**src/rtl/mem_io_pkg.sv**
```systemverilog
// Shared types and constants for the CPU memory / I/O responder.
package mem_io_pkg;

    typedef enum logic [1:0] {
        IDLE   = 2'd0,
        ACCESS = 2'd1,
        DONE   = 2'd2
    } state_t;

    localparam logic [15:0] IO_SWITCH_ADDR = 16'hFFFF;
    localparam int          SRAM_ADDR_W    = 20;

endpackage

```
**src/rtl/reg_16.sv**
```systemverilog
// 16-bit load-enable register with synchronous active-high reset.
module reg_16 (
    input  logic        Clk,
    input  logic        Reset,
    input  logic        Load,
    input  logic [15:0] D,
    output logic [15:0] Q
);

    always_ff @(posedge Clk) begin
        if (Reset) begin
            Q <= 16'h0000;
        end else if (Load) begin
            Q <= D;
        end
    end

endmodule

```
**src/rtl/mem_io_responder.sv**
```systemverilog
// Answers CPU memory requests from external SRAM, or from the switch/hex
// I/O port at IO_SWITCH_ADDR, with a one-cycle Ready completion pulse.
//
// state  | meaning
// IDLE   | waiting for Req; request fields latched on acceptance
// ACCESS | SRAM strobes active for WAIT_STATES cycles
// DONE   | Ready pulse, then back to IDLE
module mem_io_responder
    import mem_io_pkg::*;
#(
    parameter int WAIT_STATES = 2
) (
    input  logic                   Clk,
    input  logic                   Reset,
    input  logic                   Req,
    input  logic                   WE,
    input  logic [15:0]            Addr,
    input  logic [15:0]            WData,
    input  logic [15:0]            Switches,
    output logic [15:0]            RData,
    output logic                   Ready,
    output logic [15:0]            HexOut,
    output logic [SRAM_ADDR_W-1:0] SRAM_Addr,
    output logic                   SRAM_CE_N,
    output logic                   SRAM_OE_N,
    output logic                   SRAM_WE_N,
    output logic [15:0]            SRAM_DQ_Out,
    output logic                   SRAM_DQ_OE,
    input  logic [15:0]            SRAM_DQ_In
);

    localparam logic [3:0] WAIT_LOAD = 4'(WAIT_STATES - 1);

    state_t      state, next_state;
    logic [3:0]  wait_cnt;
    logic [15:0] addr_q;
    logic [15:0] wdata_q;
    logic        we_q;
    logic [15:0] rdata_q;
    logic        accept;
    logic        io_hit;
    logic        hex_load;

    assign accept   = (state == IDLE) && Req;
    assign io_hit   = (Addr == IO_SWITCH_ADDR);
    assign hex_load = accept && io_hit && WE;

    always_ff @(posedge Clk) begin
        if (Reset) begin
            state    <= IDLE;
            wait_cnt <= 4'd0;
            addr_q   <= 16'h0000;
            wdata_q  <= 16'h0000;
            we_q     <= 1'b0;
            rdata_q  <= 16'h0000;
        end else begin
            state <= next_state;
            if (accept) begin
                addr_q   <= Addr;
                wdata_q  <= WData;
                we_q     <= WE;
                wait_cnt <= WAIT_LOAD;
                if (io_hit && !WE) begin
                    rdata_q <= Switches;
                end
            end else if (state == ACCESS) begin
                // Terminal count marks the last strobe cycle: read data is valid here.
                if (wait_cnt == 4'd0) begin
                    if (!we_q) begin
                        rdata_q <= SRAM_DQ_In;
                    end
                end else begin
                    wait_cnt <= wait_cnt - 4'd1;
                end
            end
        end
    end

    always_comb begin
        next_state = state;
        Ready      = 1'b0;
        SRAM_CE_N  = 1'b1;
        SRAM_OE_N  = 1'b1;
        SRAM_WE_N  = 1'b1;
        SRAM_DQ_OE = 1'b0;
        case (state)
            IDLE: begin
                if (Req) begin
                    next_state = io_hit ? DONE : ACCESS;
                end
            end
            ACCESS: begin
                SRAM_CE_N = 1'b0;
                if (we_q) begin
                    SRAM_WE_N  = 1'b0;
                    SRAM_DQ_OE = 1'b1;
                end else begin
                    SRAM_OE_N = 1'b0;
                end
                if (wait_cnt == 4'd0) begin
                    next_state = DONE;
                end
            end
            DONE: begin
                Ready      = 1'b1;
                next_state = IDLE;
            end
            default: next_state = IDLE;
        endcase
    end

    assign RData       = rdata_q;
    assign SRAM_Addr   = {{(SRAM_ADDR_W - 16){1'b0}}, addr_q};
    assign SRAM_DQ_Out = wdata_q;

    reg_16 u_hex_reg (
        .Clk   (Clk),
        .Reset (Reset),
        .Load  (hex_load),
        .D     (WData),
        .Q     (HexOut)
    );

endmodule

```
**config.mk**
```make
export PLATFORM = sky130hd
export DESIGN_NAME = mem_io_responder
export DESIGN_NICKNAME = d
export VERILOG_FILES = /design/src/rtl/mem_io_pkg.sv /design/src/rtl/reg_16.sv /design/src/rtl/mem_io_responder.sv
export SDC_FILE = /design/constraint.sdc
export NUM_CORES = 1
export LEC_CHECK = 0
export ABC_AREA = 1
export ABC_CLOCK_PERIOD_IN_PS = 2250
export CORE_MARGIN = 5
export CORE_UTILIZATION = 42
export DETAILED_ROUTE_END_ITERATION = 7
export HOLD_SLACK_MARGIN = 0.06
export PLACE_DENSITY_LB_ADDON = 0.1
export RECOVER_POWER = 50
export SYNTH_ARGS = -nofsm -noshare
export SYNTH_HDL_FRONTEND = slang
export SYNTH_HIERARCHICAL = 1
export SYNTH_SLANG_ARGS = --single-unit
```
**constraint.sdc**
```tcl
create_clock -name Clk -period 2.25 [get_ports Clk]
set_input_delay 0.45 -clock Clk [delete_from_list [all_inputs] [get_ports Clk]]
set_output_delay 0.45 -clock Clk [all_outputs]
set_load 0.01 [all_outputs]
```
==> results by group <==
Timing
  – RSZ-0062 raised after global routing: false
  – Fin crit share: around nine tenths
  – Post-Route Setup TNS: 0 ns
  – Max Slew Vio Count: 0
  – Setup violations, final: 0
  – Final Hold Fails: 0
  – Max_slew headroom: between 50 and 60%
  – Least-Margin Pin Slew: just over 0.7 ns
  – Fmax: 0.495 GHz
  – Worst Hold Slack: ~0.47 ns
  – Minimum clock period: between 2 and 2.5 ns
  – Skew final: 0.00676 ns

Layout
  – Layout cell share with drive strength beyond 1: 7.03%
  – Fillers: between 600 and 700
  – Multi-input gate area: roughly 1400 um2
  – Most common cell after layout, fill and taps aside: nor2_1
  – FF+latch area: about 1400 um2
  – Nets@finish: around 680
  – Commonest non-fill, non-tap cells in the layout: nor2_1, nand2_1, clkdlybuf4s50_1
  – Area growth syn-to-layout: 50.4%

Worst hold path
  – Hold Crit Endpoint: u_hex_reg/Q[0]$_SDFFE_PP0P_
  – Class of the worst hold path: flip-flop to flip-flop
  – Min-delay src: u_hex_reg/Q[0]$_SDFFE_PP0P_
  – Hold path depth: 2

Worst setup path
  – Levels on crit path: 4
  – CP max FO: 4
  – Critical Path RT: roughly 1.8 ns
  – Critical-path cell list: inv_2 -> nand2_2 -> nor2_1 -> clkdlybuf4s50_1
  – RR Startpoint: wait_cnt[1]$_SDFFE_PP0P_
  – Reg2Reg Setup Slack: ~0.62 ns
  – Slowest Stage Delay on Critical Path: 0.57 ns
  – Cell family with most CP delay: buffers and inverters
  – FF-to-FF End: RData[11]$_SDFFE_PP0P_
  – Startpoint types: flip-flop
  – Slowest CP cell: clkdlybuf4s50_1
  – Crit end category: output pin
  – Critical path type: flip-flop to output pin
  – Cell count of the worst reg-to-reg path: 11
  – CP bufs+invs: 2
  – Crit path DAT: approximately 1.6 ns

CTS
  – H-tree levels: 3
  – Post-CTS Setup Bufs: 0
  – Clock sink count: 71
  – Worst-Skew Late Latency: between 0.3 and 0.4 ns
  – CTS tree: built
  – CTS Buffer Depth: 2
  – TritonCTS buffer count: 9
  – CTS Hold Buffers Added: 0
  – Clk root buf: clkbuf_8
  – Post-cts sizing count: 0
  – Clock Pin Slew Worst Setup and Hold Paths: roughly 0.07 ns

Yosys
  – Synthesized area per cell: about 6.7 um2
  – Mapped cell area: roughly 3200 um2
  – Syn Inst Count: between 400 and 500
  – Sequential element share of the synthesized area: between 40% and 50%
  – Number of synthesized register bits: 71
  – YS warnings: 6
  – Synth unique cells: 23

Drt
  – Final wirelength: about 8.3 mm
  – Final ANT Viol Nets: 0
  – Pre-antenna DRT Iters: 4
  – DR iter-0 viols: between 100 and 150
  – WL per Instance: around 12 um
  – Vias per cell: 4.42
  – # DRC: 0
  – Vias post-DR: around 3100

Die
  – Starting density of the core: a little over two fifths
  – Die area: about 9400 um2
  – I/O pin total: around 140
  – Die W: approximately 97 um
  – Std cell rows: 31
  – Core Box Area: around 7300 um2
  – Die Y: 97.1 um

Placed design
  – Detailed Place HPWL: about 6.2 mm
  – IO buf count: between 100 and 150
  – GP Congestion: approximately 0.79

Pwr
  – Pwr dens: between 600 and 700 nW/um2
  – Power Total: around 3.2 mW
  – Leakage: between 2 and 2.5 nW
  – Max VDD drop: 341 uV

Global routing
  – Total congestion overflow: 0
  – First-pass GRT wire length: about 14 mm
  – Initial antenna violation count: 0
  – Largest net degree at the start of global routing: 33
  – Total track usage: approximately 18%
  – Vias in the first global route: 2993

Job
  – Max-Cap Viols: 0

Outcome
  – Status: completed
-- state kept, by name, indices dropped and copies added (netlist names) --
signal / flops
RData: 16
state: 2
wait_cnt: 4
SRAM_DQ_Out: 16
addr_q: 16
u_hex_reg/Q: 16
we_q: 1
-- metrics by stage --
stage,area [um2],std cells,setup WS (ns),util (%)
global placement,4590,695,0.179,62.6
finish,4790,712,0.229,65.3
floorplan,3190,476,0.583,-
CTS,4810,711,0.199,65.6
global route,4790,711,0.145,65.3
detailed placement,4590,695,0.154,62.6
-- worst min-delay path: cells and delay by family (launching register included) --
kind / cells / cell delay [ns]
DFF: 1 / 0.31
and+or+nand+nor: 2 / 0.13
-- synth_stat cells (all sizes together) --
cell	count	area (um2)
nor2	143	576
nand4	1	6.26
conb	1	3.75
buf	19	154
nand2	118	460
ha	1	12.5
dfxtp	71	1420
clkbuf	7	26.3
o21ai	34	181
nand3	21	118
a21oi	7	35.0
nor3	1	5.00
inv	49	184
-- cell families after synthesis --
logic type | Yosys count | share of synthesized area [%]
adder cells (fa/ha/maj) | 1 | 0.393
AND/OR/NAND/NOR | 284 | 36.6
AO/OA/AOI/OAI | 41 | 6.80
flip-flops | 71 | 44.7
buffers and inverters | 75 | 11.4
other | 1 | 0.118
-- per-layer routing --
layer | vias to the layer above | track usage, % | share of wire, %
met2 | 98 | 28.5 | 45
li1 | 1688 | - | -
met1 | 1346 | 21.6 | 45
met3 | 17 | 5.74 | 7.1
met4 | 0 | 8.42 | 2.7
met5 | - | 0 | 0
-- layout make-up --
type                       count  area share, %
timing repair buffer         146           30.0
clock buffer                  12           3.45
sequential                    71           29.7
inverter                      49           3.84
tap                           99           2.59
antenna                        1         0.0523
clock inverter                 4           1.07
multi-input combinational    330           29.3
-- power breakdown --
group          switching [mW]  leakage [nW]  internal [mW]  total, mW
Sequential             0.0454         0.583           1.36       1.40
Clock                   0.465         0.109          0.605       1.07
Combinational           0.367          1.54          0.362      0.729
-- worst max-delay path by stage --
stage	from	end	slack (ns)
after floorplan	Addr[1]	u_hex_reg/Q[4]$_SDFFE_PP0P_	0.58
after global placement	Addr[13]	RData[11]$_SDFFE_PP0P_	0.18
after detailed placement	Addr[12]	RData[0]$_SDFFE_PP0P_	0.15
after CTS	state[1]$_SDFFE_PP0P_	SRAM_DQ_OE	0.20
after global routing	state[1]$_SDFFE_PP0P_	SRAM_DQ_OE	0.15
final	state[1]$_SDFFE_PP0P_	SRAM_DQ_OE	0.23
(Power assumes the default switching activity.)
